File: config.mk
export PLATFORM = sky130hd
export DESIGN_NAME = img2col_weight_core
export DESIGN_NICKNAME = d
export VERILOG_FILES = /design/src/rtl/img2col_weight_core.sv
export SDC_FILE = /design/constraint.sdc
export NUM_CORES = 1
export LEC_CHECK = 0
export BUFFER_PORTS_ARGS = -buffer_cell sky130_fd_sc_hd__buf_2
export CORE_AREA = 8 8 97 99
export DETAILED_ROUTE_END_ITERATION = 8
export DIE_AREA = 0 0 105 107
export GPL_TIMING_DRIVEN = 0
export PLACE_DENSITY = 0.77
export SKIP_LAST_GASP = 1
export SLEW_MARGIN = 20
export SYNTH_ARGS = -nofsm -noshare
export SYNTH_HDL_FRONTEND = slang
export SYNTH_SLANG_ARGS = --single-unit
File: constraint.sdc
create_clock -name clock -period 6 [get_ports clock]
set_input_delay 1.2 -clock clock [delete_from_list [all_inputs] [get_ports clock]]
set_output_delay 1.2 -clock clock [all_outputs]
set_load 0.02 [all_outputs]
File: src/rtl/img2col_weight_core.sv
// img2col_weight_core: reorders a kernel's weights from channel-major BRAM
// order into kernel-position-major (img2col) order for the PE weight buffers.
module img2col_weight_core (
  input  logic        clock,
  input  logic        rst_n,
  input  logic        i2c_wgt_start,
  input  logic        i2c_chn_sel,
  input  logic [6:0]  chn_num,
  input  logic [3:0]  kernel_size,
  input  logic [15:0] wgt_in,
  output logic        i2c_ready,
  output logic [7:0]  wgt_rd_addr,
  output logic        wgt_rd_en,
  output logic [7:0]  wgt_wr_addr,
  output logic        wgt_wr_en,
  output logic [15:0] wgt_out,
  output logic        chn_sel
);

  typedef enum logic [1:0] {
    IDLE  = 2'd0,
    READ  = 2'd1,
    DRAIN = 2'd2,
    DONE  = 2'd3
  } state_t;

  state_t      state;
  state_t      state_nxt;
  logic [6:0]  last_idx;
  logic [7:0]  kk;
  logic [7:0]  kk_calc;
  logic [7:0]  k_idx;
  logic [7:0]  addr;
  logic [7:0]  wr_addr;
  logic [8:0]  addr_step;
  logic [8:0]  k_step;
  logic        rd_vld;
  logic        start_pass;
  logic        step_addr;
  logic        step_k;

  assign wgt_rd_en   = (state == READ);
  assign i2c_ready   = (state == DONE);
  assign wgt_rd_addr = addr;
  assign wgt_wr_addr = wr_addr;

  // Address arithmetic: stride by K*K within a kernel position, else move to the next position
  always_comb begin
    kk_calc    = {4'd0, kernel_size} * {4'd0, kernel_size};
    addr_step  = {1'b0, addr} + {1'b0, kk};
    k_step     = {1'b0, k_idx} + 9'd1;
    start_pass = (state == IDLE) && i2c_wgt_start;
    step_addr  = (addr_step <= {2'b00, last_idx});
    step_k     = !step_addr && (k_step < {1'b0, kk}) && (k_step <= {2'b00, last_idx});
  end

  // State register
  always_ff @(posedge clock or negedge rst_n) begin
    if (!rst_n) state <= IDLE;
    else        state <= state_nxt;
  end

  // Next-state logic; DRAIN waits for the last read to reach the write stage
  always_comb begin
    state_nxt = state;
    case (state)
      IDLE:  if (i2c_wgt_start) state_nxt = (kernel_size == 4'd0) ? DONE : READ;
      READ:  if (!step_addr && !step_k) state_nxt = DRAIN;
      DRAIN: if (!rd_vld) state_nxt = DONE;
      DONE:  if (!i2c_wgt_start) state_nxt = IDLE;
      default: state_nxt = IDLE;
    endcase
  end

  // Pass configuration and read address walker, reloaded only when a pass starts
  always_ff @(posedge clock or negedge rst_n) begin
    if (!rst_n) begin
      last_idx <= 7'd0;
      kk       <= 8'd0;
      chn_sel  <= 1'b0;
      k_idx    <= 8'd0;
      addr     <= 8'd0;
    end else if (start_pass) begin
      last_idx <= chn_num;
      kk       <= kk_calc;
      chn_sel  <= i2c_chn_sel;
      k_idx    <= 8'd0;
      addr     <= 8'd0;
    end else if (state == READ) begin
      if (step_addr) begin
        addr <= addr_step[7:0];
      end else if (step_k) begin
        k_idx <= k_step[7:0];
        addr  <= k_step[7:0];
      end
    end
  end

  // Two-stage valid pipe matching the BRAM latency plus the output data register
  always_ff @(posedge clock or negedge rst_n) begin
    if (!rst_n) begin
      rd_vld    <= 1'b0;
      wgt_wr_en <= 1'b0;
      wgt_out   <= 16'd0;
    end else begin
      rd_vld    <= wgt_rd_en;
      wgt_wr_en <= rd_vld;
      if (rd_vld) wgt_out <= wgt_in;
    end
  end

  // Sequential write address, restarting at zero for every pass
  always_ff @(posedge clock or negedge rst_n) begin
    if (!rst_n)          wr_addr <= 8'd0;
    else if (start_pass) wr_addr <= 8'd0;
    else if (wgt_wr_en)  wr_addr <= wr_addr + 8'd1;
  end

endmodule

==> flow_summary.ini, run 1 <==
[status]
status = finished, final reports clean

[grt]
grt_max_degree = 60
grtUsageTotal = 0.151
antenna_found_initial = 0
grt_pass1_wl_um = 13700
overflow = 0
grt_pass1_vias = 3027

[pwr]
power_leakage_nw = 2.01
powerDensity_nw_per_um2 = 618
vdd_drop_max_v = 0.000353

[floorplan]
core-area_um2 = 7930
rows = 33
die_w_um = 105
ios = 67
fp.dieH_um = 107
start_util = 0.438
die-area_um2 = 11200

[logic_synthesis]
ys_ff_latch = 59
yosysUniqueCellTypes = 47
syn_area_um2 = 3470
synthMostInstantiatedCell = dfrtp_1
synth_top_area_cell = dfrtp_1
synth_cells = 336
synth_edf_count = 0
ys_seq_area_frac = 0.425
synth_warnings = 0
syn_area_per_cell_um2 = 10.3
yosys-top-cells-count = 59 x dfrtp_1, 37 x ha_1, 32 x nand2_1
syn_nets = 404
ys.flop_type = dfrtp_1
async_reset_ff_frac = 1.00
synth.top_cell.area_share = 0.425
synth_top_cells_by_area = dfrtp_1 42%, ha_1 13%, mux2_2 5.5%

[routing]
dr_total_vias = 2762
avgRoutedWirePerCell_um = 15.3
first_iter_violations = 122
ant_nets = 0
viasPerCell = 5.28
firstDrtPassIters = 4
wl_um = 8000
drc_errors = 0

[layout]
antenna_cells = 0
drive_above_1_share = 0.266
nets = 481
area_delta_synth_final_pct = 18.8

[timing]
min_period_ns = 3.78
skew_ns = 0.00758
finalSetupViolations = 0
rsz0062_at_grt = false
worstMarginPinSlew_ns = 0.717
fmax_mhz = 265
maxSlewHeadroom = 0.522
min_period_over_period = 0.630
setup-tns-final_ns = 0
layout_setup_ws_ns = 2.22
final_max_slew_viol_count = 0
hold_viol_final = 0

[setup_path]
crit_type = register to register
required_ns = 6.27
regToRegStartpoint = wgt_rd_addr[0]
cp_slowest_stage_delay_ns = 0.48
cp_num_buf_inv = 1
crit_chain = ha_1 > ha_1 > a211oi_2 > o21bai_1 > a21oi_1 > xnor2_1 > ha_1 > a211oi_1 > o21ai_0 > o221a_2 > a2111oi_4 > o2bb2ai_2 > buf_6 > o2111ai_1 > o21ai_1
cpMostUsedCell = ha_1
rrSetupSlack_ns = 2.22
worstRegToRegCells = 15
crit_family = compound AO/OA/AOI/OAI gates
crit_path_end_kind = register
arrival_ns = 4.05
cp_max_fo = 10
cp-start-kind = register
cp_slowest_cell = a2111oi_4
reg2reg_to = wgt_rd_addr[2]
crit_path_start = wgt_rd_addr[0]

[cts]
h-tree-depth = 3
post_cts_buffers = 0
clkTransAtPathRegs_ns = 0.07
cts_made_buffers = 9
cts.sinks = 59
clockBufferDepth = 2
cts_tree = yes
cts.repair.resized = 0
cts-root-buf = clkbuf_8
worstSkewPairLatency_ns = 0.34
postCtsHoldBufs = 0

[hold_path]
whs_endpoint = wgt_wr_en
hold_class = register to register
min_from = rd_vld
hold_depth = 0

[placed_design]
place.port_buffers = 66
pre_cts_ws_ns = 2.29
gp_congestion = 0.891
hpwl_um = 6280

[job]
drv_cap = 0
-- report_power, final --
part / internal [W] / total, W / switching [W]
registers: 0.000559 / 0.000663 / 0.000104
clock network: 0.000173 / 0.000336 / 0.000163
logic: 0.000640 / 0.00155 / 0.000910
-- worst max-delay path by stage --
stage          cells after the start        endpoint
6_report                          15  wgt_rd_addr[2]
5_1_grt                           15  wgt_rd_addr[6]
4_1_cts                           15  wgt_rd_addr[6]
3_5_place_dp                      15  wgt_rd_addr[6]
3_3_place_gp                      15  wgt_rd_addr[2]
2_1_floorplan                     15        k_idx[4]
-- cell usage in the layout (no fill, tap or decap), types with 15 or more instances in the layout --
cell and count:
buf_2 65, dfrtp_1 59, ha_1 37, nand2_1 32, o21ai_0 24, nor2_1 19, inv_1 17, a21oi_1 17
mux2_2 17, xnor2_1 15
-- through the flow --
stage	hold WS (ns)	cell area [um^2]	total power, W	util	std cells
final	0.382	4130	0.00255	0.521	523
after global routing	0.395	4130	0.00276	0.521	523
after CTS	0.383	4130	0.00257	0.521	523
after detailed placement	0.369	3940	0.00222	0.497	507
after global placement	0.362	3940	0.00216	0.497	507
after floorplan	0.352	3470	0.00181	-	336
-- final cells by class --
class                   count  area, um^2
fillers                   703        3800
well taps                 105         131
clock inverters             5        37.5
repair buffers             66         333
flip-flops and latches     59        1480
inverters                  17        63.8
clock buffers              11         151
plain buffers              10        48.8
multi-input cells         250        1890
-- worst register-to-register path, stage by stage, from the launching register on --
cell       delay (ns)
dfrtp_1          0.42
ha_1             0.25
ha_1             0.24
a211oi_2         0.20
o21bai_1         0.12
a21oi_1          0.18
xnor2_1          0.20
ha_1             0.31
a211oi_1         0.21
o21ai_0          0.12
o221a_2          0.28
a2111oi_4        0.49
o2bb2ai_2        0.28
buf_6            0.20
o2111ai_1        0.13
o21ai_1          0.10
-- kinds of logic after synthesis --
logic type | Yosys count | share of synthesized area
AO/OA/AOI/OAI | 70 | 0.135
XOR/XNOR | 24 | 0.0605
adder cells (fa/ha/maj) | 37 | 0.133
buffers and inverters | 27 | 0.0324
flip-flops | 59 | 0.425
multiplexers | 27 | 0.0839
AND/OR/NAND/NOR | 92 | 0.130
-- metal layers --
metal  part of all wire  vias to the layer above  track usage
met3              0.079                       20       0.0546
met5                  0                        -            0
met2               0.47                       84        0.247
met4              0.025                        0       0.0785
met1               0.43                     1308        0.169
li1                   -                     1350            -
-- sequential cells by signal, indices dropped and copies added (netlist names) --
signal and count:
rd_vld 1, wgt_wr_en 1, wgt_out 16, kk 7
state 2, k_idx 8, last_idx 7, wgt_wr_addr 8
wgt_rd_addr 8, chn_sel 1
Note: power is estimated with default switching activity, not from simulation.
==> inputs of run 2 (changes only) <==
Settings changed: PLACE_DENSITY 0.77 to 0.8.
Clock period 6 ns to 3.25 ns, I/O delays scaled along.
==> flow_summary.ini, run 2 (synthesized netlist as in run 1, its figures left out) <==
[cts]
cts-root-buf = clkbuf_8
postCtsHoldBufs = 0
cts.sinks = 59
h-tree-depth = 3
clkTransAtPathRegs_ns = 0.06
cts_tree = yes
clockBufferDepth = 2
cts_made_buffers = 9
worstSkewPairLatency_ns = 0.34

[placed_design]
dp_cells = 507
pre_cts_ws_ns = -0.453
gp_congestion = 0.891
place.port_buffers = 66
hpwl_um = 6340

[setup_path]
cp_max_fo = 7
arrival_ns = 3.62
crit_type = register to register
cp-start-kind = register
crit_path_end_kind = register
required_ns = 3.52

[layout]
nets = 497
final_common_cell = buf_2
largest_register_ffs = 16
final_cell_mix = 66 x buf_2, 58 x dfrtp_1, 32 x nand2_1, 32 x ha_1, 23 x o21ai_0
area_delta_synth_final_pct = 26.6
drive_above_1_share = 0.321
finalNonFillerCells = 538
regMostFlops = wgt_out
antenna_cells = 0

[timing]
layout_setup_ws_ns = -0.106
min_period_over_period = 1.03
fmax_mhz = 298
hold_slack_ns = 0.365
maxSlewHeadroom = 0.513
worstMarginPinSlew_ns = 0.731
skew_ns = 0.00908
hold_viol_final = 0
min_period_ns = 3.36
final_max_slew_viol_count = 0
finalSetupViolations = 14
rsz0062_at_grt = true

[pwr]
p_switching_w = 0.00245
comb_power_share = 0.656
clockPowerShare = 0.121
powerDensity_nw_per_um2 = 1280
power_leakage_nw = 2.11
vdd_drop_max_v = 0.000657
intPower_w = 0.00316
p_sw_frac = 0.437
power_w = 0.00561
p_seq_frac = 0.223

[routing]
avgRoutedWirePerCell_um = 16.2
first_iter_violations = 115
dr_total_vias = 2830
viasPerCell = 5.26
routed-wl-met2_um = 4220
wl_met1_um = 3630
maxUsedRoutingLayer = met4
drc_errors = 0
ant_nets = 0
wl_met3_um = 644
wl_um = 8690
firstDrtPassIters = 4

[grt]
grt_pass1_vias = 3107
grt_pass1_wl_um = 14400
antenna_found_initial = 0
overflow = 0
grtUsageTotal = 0.159
grt_max_degree = 60

[floorplan]
fp.dieH_um = 107
die-area_um2 = 11200
ios = 67
rows = 33
die_w_um = 105
start_util = 0.438
core-area_um2 = 7930

[status]
status = finished with violations
violations = negative setup slack

[hold_path]
hold_class = input pin to asynchronous set/reset pin

[job]
drv_cap = 0
-- run 2: path summary, 6_finish.rpt --
kind	to	startpoint	slack (ns)	cells after the start
setup reg to reg	wgt_rd_addr[2]	wgt_rd_addr[0]	-0.11	16
min in group clock	wgt_wr_en	rd_vld	0.39	0
max in group asynchronous	wgt_rd_addr[0]	rst_n	2.35	1
hold reg to reg	wgt_wr_en	rd_vld	0.39	0
setup / recovery	wgt_rd_addr[2]	wgt_rd_addr[0]	-0.11	16
hold / removal	wgt_out[1]	rst_n	0.36	1
-- run 2: critical path, cell delays in order (launching register included) --
cell       delay (ns)
dfrtp_2          0.43
ha_4             0.18
ha_4             0.16
a211oi_2         0.19
o21bai_1         0.11
a21oi_1          0.18
xnor2_1          0.20
ha_1             0.32
a211oi_2         0.18
o21ai_1          0.09
o221a_2          0.27
a2111oi_4        0.21
buf_6            0.18
o2bb2ai_4        0.18
buf_6            0.18
o2111ai_2        0.12
o21ai_1          0.10
-- run 2: final cells by class --
type / count / area [um^2]
Buffer: 10 / 56.3
Fill cell: 703 / 3530
Clock inverter: 4 / 50.0
Multi-Input combinational cell: 250 / 2010
Sequential cell: 59 / 1480
Tap cell: 105 / 131
Clock buffer: 11 / 151
Inverter: 17 / 63.8
Timing Repair Buffer: 82 / 458
-- run 2: power groups by stage --
stage / combinational, W / sequential [W] / clock [W]
floorplan: 0.00199 / 0.00142 / 0
global placement: 0.00282 / 0.00123 / 0
detailed placement: 0.00292 / 0.00125 / 0
CTS: 0.00334 / 0.00125 / 0.000693
global route: 0.00397 / 0.00129 / 0.000722
finish: 0.00368 / 0.00125 / 0.000678
-- run 2: layer usage --
layer	vias up	track usage
li1	1377	-
met1	1349	0.173
met2	86	0.266
met3	18	0.0582
met4	0	0.0826
met5	-	0
-- run 2: timing repair --
item | in CTS | in global routing
gates cloned | 1 | 0
buffers inserted | 11 | 4
gates resized for setup | 8 | 9
setup endpoints to repair | 18 | 18
pin swaps | 8 | 8
-- run 2: metrics by stage --
step / TNS [ns] / cell area [um^2] / utilization
after floorplan: 0 / 3510 / -
after global placement: -4.48 / 3970 / 0.501
after detailed placement: -5.57 / 3970 / 0.501
after CTS: -0.374 / 4320 / 0.545
after global routing: -3.47 / 4400 / 0.555
final: -0.798 / 4400 / 0.555
==> inputs of run 3 (changes only) <==
Settings changed: CTS_BUF_LIST from default to sky130_fd_sc_hd__clkbuf_16.
==> flow_summary.ini, run 3 (synthesized netlist as in run 1, its figures left out) <==
[setup_path]
cp-start-kind = register
cp_slowest_cell = dfrtp_1
crit_chain = ha_4 > ha_4 > a211oi_2 > o21bai_1 > a21oi_1 > xnor2_1 > ha_1 > a211oi_2 > o21ai_1 > o221a_2 > a2111oi_4 > buf_6 > o2bb2ai_4 > buf_6 > o2111ai_2 > o21ai_1
arrival_ns = 3.65
crit_path_end_kind = register
required_ns = 3.50
cp_max_fo = 7
cp_slowest_stage_delay_ns = 0.42
crit_type = register to register

[floorplan]
die_w_um = 105
die-area_um2 = 11200
core-area_um2 = 7930
ios = 67
rows = 33
start_util = 0.438
fp.dieH_um = 107

[layout]
antenna_cells = 0
nets = 496
finalNonFillerCells = 537
utilization = 0.563
nFillCells = 686
regMostFlops = wgt_out
area_delta_synth_final_pct = 28.4
drive_above_1_share = 0.310
final_cell_mix = 66 x buf_2, 58 x dfrtp_1, 32 x nand2_1, 32 x ha_1, 23 x o21ai_0
largest_register_ffs = 16
final_common_cell = buf_2

[status]
status = finished with violations
violations = negative setup slack

[routing]
viasPerCell = 5.35
avgRoutedWirePerCell_um = 16.3
first_iter_violations = 147
wl_um = 8780
dr_total_vias = 2875
firstDrtPassIters = 4
drc_errors = 0
ant_nets = 0

[hold_path]
hold_class = input pin to asynchronous set/reset pin

[cts]
cts-root-buf = clkbuf_16
cts.sinks = 59
postCtsHoldBufs = 0
clockBufferDepth = 2
h-tree-depth = 3
cts_made_buffers = 9
cts_tree = yes
clkTransAtPathRegs_ns = 0.05
worstSkewPairLatency_ns = 0.32

[timing]
hold_slack_ns = 0.387
rsz0062_at_grt = true
hold_viol_final = 0
layout_setup_ws_ns = -0.154
fmax_mhz = 294
setup-tns-final_ns = -1.78
finalSetupViolations = 17
maxSlewHeadroom = 0.507
min_period_over_period = 1.05
min_period_ns = 3.40
worstMarginPinSlew_ns = 0.740
final_max_slew_viol_count = 0
skew_ns = 0.00759

[grt]
grt_pass1_vias = 3147
grt_max_degree = 60
grtUsageTotal = 0.160
overflow = 0
antenna_found_initial = 0
grt_pass1_wl_um = 14500

[pwr]
vdd_drop_max_v = 0.000654
powerDensity_nw_per_um2 = 1320
power_leakage_nw = 2.14

[placed_design]
dp_cells = 507
place.port_buffers = 66
hpwl_um = 6340
gp_congestion = 0.891

[job]
drv_cap = 0
run 3: routing by layer:
layer | routed length (um) | GRT usage
met1 | 3570 | 0.174
met4 | 190 | 0.0693
met2 | 4260 | 0.271
met3 | 755 | 0.0636
met5 | 0 | 0
run 3: critical path, delay by kind of cell (launching register included):
family	cells	cell delay (ns)
compound gates	10	1.66
fa+ha+maj	3	0.66
flops	1	0.42
buf+inv	2	0.36
xor+xnor	1	0.20
run 3: area by class of cell:
cell class / instances / area (um^2) / area share
buffer: 10 / 56.3 / 0.0126
inverter: 17 / 63.8 / 0.0143
tap: 105 / 131 / 0.0294
clock buffer: 9 / 225 / 0.0505
clock inverter: 6 / 57.6 / 0.0129
sequential: 59 / 1480 / 0.331
multi-input combinational: 250 / 1990 / 0.445
timing repair buffer: 81 / 464 / 0.104
run 3: what timing repair did:
item | 4_1_cts | 5_1_grt
resized for setup | 8 | 4
setup endpoints to repair | 18 | 18
setup buffers | 11 | 2
gates cloned | 1 | 1
pin swaps | 8 | 6
run 3: worst paths after layout:
path	slack, ns	cells past startpoint	start	endpoint
worst min register to register	0.39	0	rd_vld	wgt_wr_en
max in group asynchronous	2.32	1	rst_n	wgt_rd_addr[0]
min in group clock	0.39	0	rd_vld	wgt_wr_en
worst max register to register	-0.15	16	kk[0]	wgt_rd_addr[2]
worst min-delay path	0.39	1	rst_n	wgt_wr_addr[1]
worst max-delay path	-0.15	16	kk[0]	wgt_rd_addr[2]
run 3: metrics by stage:
| step | total power [W] | setup slack, ns | instance area, um^2 |
|---|---|---|---|
| floorplan | 0.00341 | 0.00865 | 3510 |
| global placement | 0.00405 | -0.389 | 3970 |
| detailed placement | 0.00417 | -0.453 | 3970 |
| CTS | 0.00552 | -0.0635 | 4400 |
| global route | 0.00626 | -0.284 | 4460 |
| finish | 0.00590 | -0.154 | 4460 |
run 3: where the power goes:
part           internal [W]  switching (W)
combinational       0.00179        0.00196
sequential          0.00104       0.000218
clock              0.000580       0.000312
total               0.00341        0.00249
